### src/rtl/lm_sm_reg_sequencer_if.sv
// Handshake bundle between the LM/SM control FSM and the register sequencer.
// Carries start/abort/advance, the register list and the address stream.
interface lm_sm_reg_sequencer_if #(
  parameter int N_REGS = 8,
  parameter int ADDR_W = 3
);
  logic              start;
  logic              abort;
  logic [N_REGS-1:0] reg_list;
  logic              advance;
  logic [ADDR_W-1:0] reg_addr;
  logic              valid;
  logic              last;
  logic [ADDR_W:0]   count;
  logic              busy;
  logic              done;

  modport master (
    output start,
    output abort,
    output reg_list,
    output advance,
    input  reg_addr,
    input  valid,
    input  last,
    input  count,
    input  busy,
    input  done
  );

  modport slave (
    input  start,
    input  abort,
    input  reg_list,
    input  advance,
    output reg_addr,
    output valid,
    output last,
    output count,
    output busy,
    output done
  );
endinterface

### src/rtl/lm_sm_reg_sequencer.sv
// Register-address sequencer for load/store-multiple instructions.
// Define LMSM_DESCEND_EN to walk the list highest index first.
module lm_sm_reg_sequencer #(
  parameter int N_REGS = 8,
  parameter int ADDR_W = 3
) (
  input  logic                   clk,
  input  logic                   rst_n,
  lm_sm_reg_sequencer_if.slave   bus
);

  typedef enum logic [1:0] {
    IDLE = 2'd0,
    RUN  = 2'd1,
    FIN  = 2'd2
  } state_t;

  state_t            state;
  logic [N_REGS-1:0] pending;
  logic [ADDR_W-1:0] reg_addr_q;
  logic              valid_q;
  logic              last_q;
  logic [ADDR_W:0]   count_q;
  logic              busy_q;
  logic              done_q;

  logic [N_REGS-1:0] cur_bit;
  logic [N_REGS-1:0] nxt_pending;

  function automatic logic [ADDR_W-1:0] pick(
    input logic [N_REGS-1:0] m
  );
    logic [ADDR_W-1:0] r;
    r = '0;
`ifdef LMSM_DESCEND_EN
    for (int i = 0; i < N_REGS; i++)
      if (m[i]) r = ADDR_W'(i);
`else
    for (int i = N_REGS - 1; i >= 0; i--)
      if (m[i]) r = ADDR_W'(i);
`endif
    return r;
  endfunction

  function automatic logic single(
    input logic [N_REGS-1:0] m
  );
    return (m != '0) &&
           ((m & (m - N_REGS'(1))) == '0);
  endfunction

  // The bit being offered is always the one named by reg_addr.
  assign cur_bit     = N_REGS'(1) << reg_addr_q;
  assign nxt_pending = pending & ~cur_bit;

  always_ff @(posedge clk or negedge rst_n) begin
    if (!rst_n) begin
      state      <= IDLE;
      pending    <= '0;
      reg_addr_q <= '0;
      valid_q    <= 1'b0;
      last_q     <= 1'b0;
      count_q    <= '0;
      busy_q     <= 1'b0;
      done_q     <= 1'b0;
    end else if (bus.abort) begin
      state   <= IDLE;
      pending <= '0;
      valid_q <= 1'b0;
      last_q  <= 1'b0;
      busy_q  <= 1'b0;
      done_q  <= 1'b0;
    end else begin
      done_q <= 1'b0;
      unique case (state)
        IDLE: begin
          if (bus.start) begin
            pending <= bus.reg_list;
            count_q <= '0;
            busy_q  <= 1'b1;
            if (bus.reg_list != '0) begin
              state      <= RUN;
              valid_q    <= 1'b1;
              reg_addr_q <= pick(bus.reg_list);
              last_q     <= single(bus.reg_list);
            end else begin
              state  <= FIN;
              done_q <= 1'b1;
            end
          end
        end
        RUN: begin
          if (bus.advance) begin
            pending <= nxt_pending;
            count_q <= count_q + (ADDR_W+1)'(1);
            if (last_q) begin
              state   <= FIN;
              valid_q <= 1'b0;
              last_q  <= 1'b0;
              done_q  <= 1'b1;
            end else begin
              reg_addr_q <= pick(nxt_pending);
              last_q     <= single(nxt_pending);
            end
          end
        end
        FIN: begin
          state  <= IDLE;
          busy_q <= 1'b0;
        end
        default: begin
          state   <= IDLE;
          valid_q <= 1'b0;
          last_q  <= 1'b0;
          busy_q  <= 1'b0;
        end
      endcase
    end
  end

  assign bus.reg_addr = reg_addr_q;
  assign bus.valid    = valid_q;
  assign bus.last     = last_q;
  assign bus.count    = count_q;
  assign bus.busy     = busy_q;
  assign bus.done     = done_q;

endmodule

### src/flat_wrapper.sv
// flat-port wrapper written by rule: the top's interface ports become plain ports
module lm_sm_reg_sequencer_flat 
#(
  parameter int N_REGS = 8,
  parameter int ADDR_W = 3
)
  (clk, rst_n, bus_start, bus_abort, bus_reg_list, bus_advance, bus_reg_addr, bus_valid, bus_last, bus_count, bus_busy, bus_done);
  lm_sm_reg_sequencer_if #(.N_REGS(N_REGS), .ADDR_W(ADDR_W)) bus_i ();
  input  logic clk;
  input  logic rst_n;
  input wire logic [$bits(bus_i.start)-1:0] bus_start;
  input wire logic [$bits(bus_i.abort)-1:0] bus_abort;
  input wire logic [$bits(bus_i.reg_list)-1:0] bus_reg_list;
  input wire logic [$bits(bus_i.advance)-1:0] bus_advance;
  output wire logic [$bits(bus_i.reg_addr)-1:0] bus_reg_addr;
  output wire logic [$bits(bus_i.valid)-1:0] bus_valid;
  output wire logic [$bits(bus_i.last)-1:0] bus_last;
  output wire logic [$bits(bus_i.count)-1:0] bus_count;
  output wire logic [$bits(bus_i.busy)-1:0] bus_busy;
  output wire logic [$bits(bus_i.done)-1:0] bus_done;
  assign bus_i.start = bus_start;
  assign bus_i.abort = bus_abort;
  assign bus_i.reg_list = bus_reg_list;
  assign bus_i.advance = bus_advance;
  assign bus_reg_addr = bus_i.reg_addr;
  assign bus_valid = bus_i.valid;
  assign bus_last = bus_i.last;
  assign bus_count = bus_i.count;
  assign bus_busy = bus_i.busy;
  assign bus_done = bus_i.done;
  lm_sm_reg_sequencer #(.N_REGS(N_REGS), .ADDR_W(ADDR_W)) u_core (.clk(clk), .rst_n(rst_n), .bus(bus_i));
endmodule
### config.mk
export PLATFORM = sky130hd
export DESIGN_NAME = lm_sm_reg_sequencer_flat
export DESIGN_NICKNAME = d
export VERILOG_FILES = /design/src/rtl/lm_sm_reg_sequencer_if.sv /design/src/rtl/lm_sm_reg_sequencer.sv /design/src/flat_wrapper.sv
export SDC_FILE = /design/constraint.sdc
export NUM_CORES = 1
export LEC_CHECK = 0
export BUFFER_PORTS_ARGS = -buffer_cell sky130_fd_sc_hd__buf_2
export CAP_MARGIN = 40
export CORE_MARGIN = 2
export CORE_UTILIZATION = 40
export CTS_CLUSTER_SIZE = 8
export DETAILED_ROUTE_END_ITERATION = 6
export GPL_TIMING_DRIVEN = 0
export MAX_ROUTING_LAYER = met4
export PLACE_DENSITY_LB_ADDON = 0.1
export SYNTH_ARGS = -nofsm -noshare
export SYNTH_HDL_FRONTEND = slang
export SYNTH_SLANG_ARGS = --single-unit
### constraint.sdc
create_clock -name clk -period 2.93 [get_ports clk]
set_input_delay 0.4395 -clock clk [delete_from_list [all_inputs] [get_ports clk]]
set_output_delay 0.4395 -clock clk [all_outputs]
set_load 0.05 [all_outputs]
After elaboration in Yosys (flattened, before gate mapping)
Index checks and enable logic that the tools add are counted.
{ "op_classes": {"addsub": 3, "n_shift": 1, "n_reduce_logical": 16, "eq_ne": 12, "mux": 55, "bitwise": 5} }
{ "op_table": {"columns": ["op", "count"], "rows": [
  ["$mux W3", 20],
  ["$and A8 B8 Y8", 3],
  ["$mux W8", 3],
  ["$mux W1", 17],
  ["$logic_not A8 Y1", 2],
  ["$pmux W8 S2", 1],
  ["$reduce_bool A8 Y1", 2],
  ["$sub A8 B1 Y8 const B", 2],
  ["$mux W2", 5],
  ["$ne A2 B2 Y1 const B", 5],
  ["$mux W4", 2],
  ["$not A8 Y8", 1],
  ["$pmux W4 S2", 1],
  ["$reduce_and A4 Y1", 2],
  ["$shl A1 B3 Y8 const A", 1],
  ["$ne A3 B2 Y1 const B", 2],
  ["$ne A3 B3 Y1 const B", 2],
  ["$pmux W1 S3", 2],
  ["$pmux W3 S2", 1],
  ["$reduce_and A3 Y1", 2],
  ["$reduce_and A6 Y1", 1],
  ["$reduce_and A5 Y1", 1],
  ["$add A4 B1 Y4 const B", 1],
  ["$pmux W1 S2", 2],
  ["other kinds (10)", 11]
]} }
{ "totals": {"input_bits": 13, "out_inout_bits": 11, "wordCells": 100, "register_bits": 21} }

Logic depth before layout (Yosys ltp)
Gate-level depths: netlist of the first run.
{ "depth": {"ltp_word": 14, "depth_mapped": 7} }

Worst setup path before layout of the first run
No wires, ideal clock.
{ "synth_path": {"kind": "reg2reg", "from": "register u_core.reg_addr_q[0], in the netlist u_core.bus.reg_addr[0]", "to": "register u_core.reg_addr_q[0], in the netlist u_core.bus.reg_addr[0]", "path_buffers": 1, "t_arrival_ns": 1.841, "setup_time_ns": 0.145, "required_ns": 2.785, "slack_ns": 0.944, "path_stages_with_launch": 8, "synth_period_minus_slack_ns": 1.986, "cell_sequence": "dfrtp_1 > buf_6 > nand3b_1 > a21oi_1 > or3_1 > a222oi_1 > a2bb2oi_1 > a21oi_1"} }
{ "synth_between": {"elab_chain_cells": 14} }
{ "synth_rtl": {"columns": ["item", "line_no", "rtl"], "rows": [
  ["start, declared", "lm_sm_reg_sequencer.sv:20", "logic [ADDR_W-1:0] reg_addr_q;"],
  ["start signal, assigned", "lm_sm_reg_sequencer.sv:84", "reg_addr_q <= pick(bus.reg_list);"],
  ["start signal, assigned", "lm_sm_reg_sequencer.sv:102", "reg_addr_q <= pick(nxt_pending);"],
  ["$shl A1 B3 Y8 (*)", "lm_sm_reg_sequencer.sv:53", "assign cur_bit = N_REGS'(1) << reg_addr_q;"],
  ["$not A8 Y8 (*)", "lm_sm_reg_sequencer.sv:54", "assign nxt_pending = pending & ~cur_bit;"],
  ["$and A8 B8 Y8 (*)", "lm_sm_reg_sequencer.sv:54", null],
  ["$mux W3 (7 in series)", "lm_sm_reg_sequencer.sv:40", "if (m[i]) r = ADDR_W'(i);"],
  ["$mux W3 (*)", "lm_sm_reg_sequencer.sv:40", null],
  ["$mux W3 (*)", "lm_sm_reg_sequencer.sv:96", "if (last_q) begin"],
  ["$mux W3 (*)", "lm_sm_reg_sequencer.sv:93", "if (bus.advance) begin"],
  ["$pmux W3 S2 (*)", "lm_sm_reg_sequencer.sv:75", "unique case (state)"]
]} }
Mark *: on every way between the ends. The rest lies on a longest branch, timed or not. The select of a mux whose other input is x is not followed.
A chain may end at the register's enable or synchronous reset.

Worst setup path after layout of the first run
{ "layout_path": {"from": "register u_core.reg_addr_q[1], in the netlist u_core.bus.reg_addr[1]", "to": "register u_core.reg_addr_q[0], in the netlist u_core.bus.reg_addr[0]"} }
Same word-level chain as after synthesis.

==> results.toml, run 1 <==
[outcome]
outcome = "completed"

[synthesis]
async_flop_share = 1.00
synth.net_count = 208
synth.top_cell.area_share = 0.343
yosysMostFrequentCell = "nand2_1"
synth_xor_area_frac = 0.00572
yosys.area.top_type = "dfrtp_1"
synth_cell_types = 50
synth_mux_area_frac = 0.0196
yosysWarnings = 0
synth_top_family_by_area = "compound AO/OA/AOI/OAI gates"
synth_fa_ha_area_frac = 0.0147
synth_ff_type = "dfrtp_1"
synth_cells = 194
netlist_area_mm2 = 0.00153
ys_ff_latch = 21
avgSynthCellArea_um2 = 7.89
yosysSeqAreaShare = 0.343
netlist_top_cells_area = "dfrtp_1 (34%), a21oi_1 (6.5%), nand2_1 (6.1%)"
synth-simple-area-share = 0.258
synth-edff-count = 0
synth-compound-area-share = 0.310
synthTopCellsByCount = "nand2_1 (25), nor2_1 (22), dfrtp_1 (21)"

[cts]
numCtsBuffers = 3
cts.sinks = 21
clk_latency_ns = 0.26
postCtsSetupBuffers = 0
htreeDepth = 1
cts_root_buf = "clkbuf_8"
clk_pin_slew_worst_paths_ns = 0.08
cts_hold_buf = 0
cts_buffer_depth = 2
cts_tree = "yes"
postCtsResizedCells = 0

[global_routing]
grt_pass1_vias = 1373
grt_usage = 0.208
grt_max_degree = 22
grt_overflow_total = 0
antenna_found_initial = 0
grt_pass1_wl_mm = 6.83

[power]
p_seq_frac = 0.363
clockPowerShare = 0.187
cellPowerDensity_mw_per_mm2 = 600
p_sw_frac = 0.446
p_switching_mw = 0.467
pwr-share-comb = 0.450
power.internal_mw = 0.582
irDropWorstVdd_uv = 272
power_mw = 1.05
power.leakage_nw = 0.767

[critical_path]
cp-start-kind = "register"
crit_slowest_cell = "dfrtp_1"
critPathMaxStageDelay_ns = 0.44
crit_arrival_ns = 2.12
crit_chain = "buf_2 > inv_1 > a21oi_1 > or3_1 > a222oi_1 > a2bb2oi_1 > a21oi_1"
cpMostUsedCell = "a21oi_1"
crit_type = "reg2reg"
crit_required_ns = 3.05
critPathMaxFanout = 10
cp-end-kind = "register"

[floorplan]
rows = 22
die_w_um = 65.9
initial_utilization = 0.418
core_region_area_mm2 = 0.00366
dieArea_mm2 = 0.00434
die_y_um = 65.9
pin_count = 24

[sta]
max-slew-margin-rel = 0.603
hold_viol_final = 0
grt_setup_unrepaired = "false"
min_period_ns = 2.00
finClkSkew_ns = 0.00312
tightest_slew_ns = 0.590
fin_crit_sh = 0.681
hold_ws_ns = 0.127
finalMaxSlewViolations = 0
maxClockFrequency_ghz = 0.501
setup-violations-final = 0
setup_tns_ns = 0

[run]
max_cap_viol_count = 0

[layout]
nFillCells = 372
drive_gt1_frac = 0.182
register_area_um2 = 526
diodes = 0
syn2layout_area_growth_pct = 14.1
final_area_mm2 = 0.00175
multi_input_area_um2 = 932
nets = 235
utilization = 0.477

[drt]
dr.pass1.iters = 4
wl_per_cell_um = 15.0
vias = 1548
drt-initial-drc-count = 119
routed_wl_mm = 4.03
drc = 0
via_per_inst = 5.78
ant_nets = 0

[placed_design]
place_area_mm2 = 0.00170
io_buffers = 22
hpwl_mm = 3.07
place_congestion = 0.880

[hold_path]
hold_path.class = "in2async"
[layout by cell type, fill, tap and decap left out, types with 4 or more instances in the layout]
cell / Yosys / final
a21oi_1: 20 / 20
buf_2: 5 / 27
o21a_1: 4 / 4
o22ai_1: 4 / 4
nor3_1: 6 / 6
dfrtp_1: 21 / 21
nand2_1: 25 / 25
inv_1: 7 / 7
nor2_1: 22 / 22
nand2b_1: 10 / 10
o21ai_0: 13 / 13
[critical path: cells and delay by family (launching register included)]
family | cells | cell delay, ns
buffers and inverters | 2 | 0.30
DFF | 1 | 0.44
AOI/OAI and AO/OA | 4 | 0.74
and+or+nand+nor | 1 | 0.37
[worst paths after layout]
kind	start	endpoint	slack, ns	cells after the start
worst max-delay path	u_core.bus.reg_addr[1]$_DFFE_PN0P_	u_core.bus.reg_addr[0]$_DFFE_PN0P_	0.93	7
worst min-delay path	rst_n	u_core.state[0]$_DFFE_PN0P_	0.13	1
worst max register to register	u_core.bus.reg_addr[1]$_DFFE_PN0P_	u_core.bus.reg_addr[0]$_DFFE_PN0P_	0.93	7
worst min register to register	u_core.bus.busy$_DFFE_PN0P_	u_core.bus.busy$_DFFE_PN0P_	0.51	1
max in group asynchronous	rst_n	u_core.pending[2]$_DFFE_PN0P_	2.48	1
min in group clk	bus_reg_list[5]	u_core.pending[5]$_DFFE_PN0P_	0.46	3
[metrics by stage]
step	setup WS [ns]	instances
after floorplan	0.944	194
after global placement	0.956	264
after CTS	0.968	268
after global routing	0.828	268
final	0.934	268
after detailed placement	0.936	264
[layer usage]
| layer | track usage | wire, um | vias to the layer above |
|---|---|---|---|
| met4 | 0.0677 | 69 | 0 |
| li1 | - | - | 767 |
| met2 | 0.326 | 1950 | 42 |
| met1 | 0.284 | 1850 | 732 |
| met3 | 0.0204 | 161 | 7 |
| met5 | - | 0 | - |
[state kept, by name, indices dropped and copies added, names as in the netlist]
register             count
u_core.bus.busy          1
u_core.bus.count         4
u_core.bus.done          1
u_core.bus.last          1
u_core.bus.reg_addr      3
u_core.bus.valid         1
u_core.pending           8
u_core.state             2
[logic make-up (layout without fill, tap and decap cells)]
group	after synthesis	in the layout
flip-flops	21	21
adder cells (fa/ha/maj)	2	2
XOR/XNOR	1	1
AND/OR/NAND/NOR	80	80
AO/OA/AOI/OAI	72	72
multiplexers	2	2
buffers and inverters	16	42
[layout make-up]
| cell class | count | area share |
|---|---|---|
| clock inverter | 1 | 0.00286 |
| tap | 48 | 0.0344 |
| clock buffer | 3 | 0.0236 |
| buffer | 9 | 0.0272 |
| inverter | 7 | 0.0150 |
| multi-input combinational | 157 | 0.533 |
| timing repair buffer | 22 | 0.0630 |
| sequential | 21 | 0.301 |
[power groups by stage]
stage	logic, mW	registers, mW	clock network, mW
CTS	0.471	0.381	0.196
floorplan	0.254	0.479	0
global route	0.513	0.389	0.211
global placement	0.467	0.383	0
finish	0.472	0.381	0.196
detailed placement	0.468	0.386	0
(Power assumes the default switching activity.)
==> inputs of run 2 (changes only) <==
Clock period 2.93 ns to 1.88 ns, I/O delays scaled along.
==> run 2 against run 1 <==
The flow now finishes with violations (setup timing). Clock skew is essentially flat. First-iteration DRC count is the same. Clock-buffer cell count is the same. Non-clock buffer count grew 7. Core utilization grew 3.1 points. Largest power group unchanged.
==> results.toml, run 2 (synthesis gave the netlist of run 1 again) <==
[placed_design]
dp_slack_ns = -0.0299
place_congestion = 0.874
place_area_mm2 = 0.00171
hpwl_mm = 3.14
dp.cells = 264
io_buffers = 22

[cts]
cts_root_buf = "clkbuf_8"
cts.sinks = 21
cts_tree = "yes"
htreeDepth = 1
clk_pin_slew_worst_paths_ns = 0.08
cts_buffer_depth = 2
numCtsBuffers = 3
clk_latency_ns = 0.27

[floorplan]
die_y_um = 65.9
core_region_area_mm2 = 0.00366
dieArea_mm2 = 0.00434
initial_utilization = 0.418
pin_count = 24
die_w_um = 65.9
rows = 22

[critical_path]
critPathMaxFanout = 5
crit_arrival_ns = 2.10
r2r-start = "u_core.bus.reg_addr[0]$_DFFE_PN0P_"
rr_endpoint = "u_core.bus.last$_DFFE_PN0P_"
crit_type = "reg2reg"
reg2regPathDepth = 7
crit_required_ns = 2.09
cp-end-kind = "register"
r2r_slack_ns = -0.003
crit_path_start = "u_core.bus.reg_addr[0]$_DFFE_PN0P_"
cp-start-kind = "register"

[drt]
dr_wl_met3_um = 159
ant_nets = 0
dr.pass1.iters = 4
wl_met1_mm = 1.87
top_layer_used = "met4"
drc = 0
routed_wl_mm = 4.22
via_per_inst = 5.86
vias = 1612
wl_per_cell_um = 15.3
drt-initial-drc-count = 119
met2_length_mm = 2.12

[global_routing]
antenna_found_initial = 0
grt_pass1_wl_mm = 7.16
grt_overflow_total = 0
grt_pass1_vias = 1482
grt_usage = 0.215
grt_max_degree = 22

[layout]
final_area_mm2 = 0.00186
nets = 242
diodes = 0
utilization = 0.508
nFillCells = 362
drive_gt1_frac = 0.251
top_register = "u_core.pending"
syn2layout_area_growth_pct = 21.5
layout.cells.most_common_list = "buf_2 (26), nand2_1 (25), nor2_1 (20)"
instances_no_fill = 275
final_common_cell = "buf_2"
largest_register_ff_count = 8

[sta]
min_period_ns = 1.88
finClkSkew_ns = 0.00338
max-slew-margin-rel = 0.621
fin_ws_ns = -0.00282
maxClockFrequency_ghz = 0.531
setup-violations-final = 1
hold_viol_final = 0
finalMaxSlewViolations = 0
tightest_slew_ns = 0.563
grt_setup_unrepaired = "true"
fin_crit_sh = 1.00

[outcome]
outcome = "complete, but fails checks"
violations = "setup timing"

[power]
cellPowerDensity_mw_per_mm2 = 934
irDropWorstVdd_uv = 457
power.leakage_nw = 0.801
power_mw = 1.74

[hold_path]
hold_path.startpoint = "bus_reg_list[5]"
hold_depth = 3
min_to = "u_core.pending[5]$_DFFE_PN0P_"
hold_path.class = "in2reg"

[run]
max_cap_viol_count = 0
[run 2: metrics by stage]
stage / hold WS, ns / TNS, ns
floorplan: -0.0136 / 0
global placement: 0.265 / -0.118
detailed placement: 0.270 / -0.0299
CTS: 0.301 / -0.0231
global route: 0.327 / -0.141
finish: 0.300 / -0.00282
[run 2: worst max path at each step]
| stage | end |
|---|---|
| after floorplan | u_core.bus.reg_addr[0]$_DFFE_PN0P_ |
| after global placement | u_core.pending[4]$_DFFE_PN0P_ |
| after detailed placement | u_core.bus.reg_addr[0]$_DFFE_PN0P_ |
| after CTS | u_core.bus.reg_addr[0]$_DFFE_PN0P_ |
| after global routing | u_core.bus.last$_DFFE_PN0P_ |
| final | u_core.bus.last$_DFFE_PN0P_ |
[run 2: area by class of cell]
class                   count  area [um^2]  area share
clock inverters             1         7.51     0.00403
inverters                   7         26.3      0.0141
plain buffers               9         56.3      0.0303
multi-input cells         157          976       0.525
clock buffers               3         41.3      0.0222
flip-flops and latches     21          531       0.285
well taps                  48         60.1      0.0323
repair buffers             29          163      0.0874
[run 2: what timing repair did]
action / 4_1_cts / 5_1_grt
hold buffers: 1 / 0
cloned: 0 / 1
endpoints found under the setup margin: 3 / 7
pin swaps: 2 / 6
resized for setup: 3 / 10
setup buffers: 1 / 4
hold endpoints to repair: 21 / 0
[run 2: power breakdown]
group	total, mW	switching (mW)	internal (mW)
Sequential	0.586	0.0682	0.518
Combinational	0.840	0.534	0.306
Clock	0.312	0.162	0.150
Total	1.74	0.764	0.974
[run 2: metal layers]
layer	vias up	track usage
met5	-	-
met2	40	0.355
li1	784	-
met4	0	0.0469
met1	780	0.288
met3	8	0.0204
[run 2: critical path: stages, from the launching register on]
cell and delay [ns]:
dfrtp_2 0.43, buf_6 0.14, mux2_4 0.29, o32a_1 0.34, nor2_4 0.15, o2111ai_2 0.15
a21oi_2 0.19, o22a_1 0.14
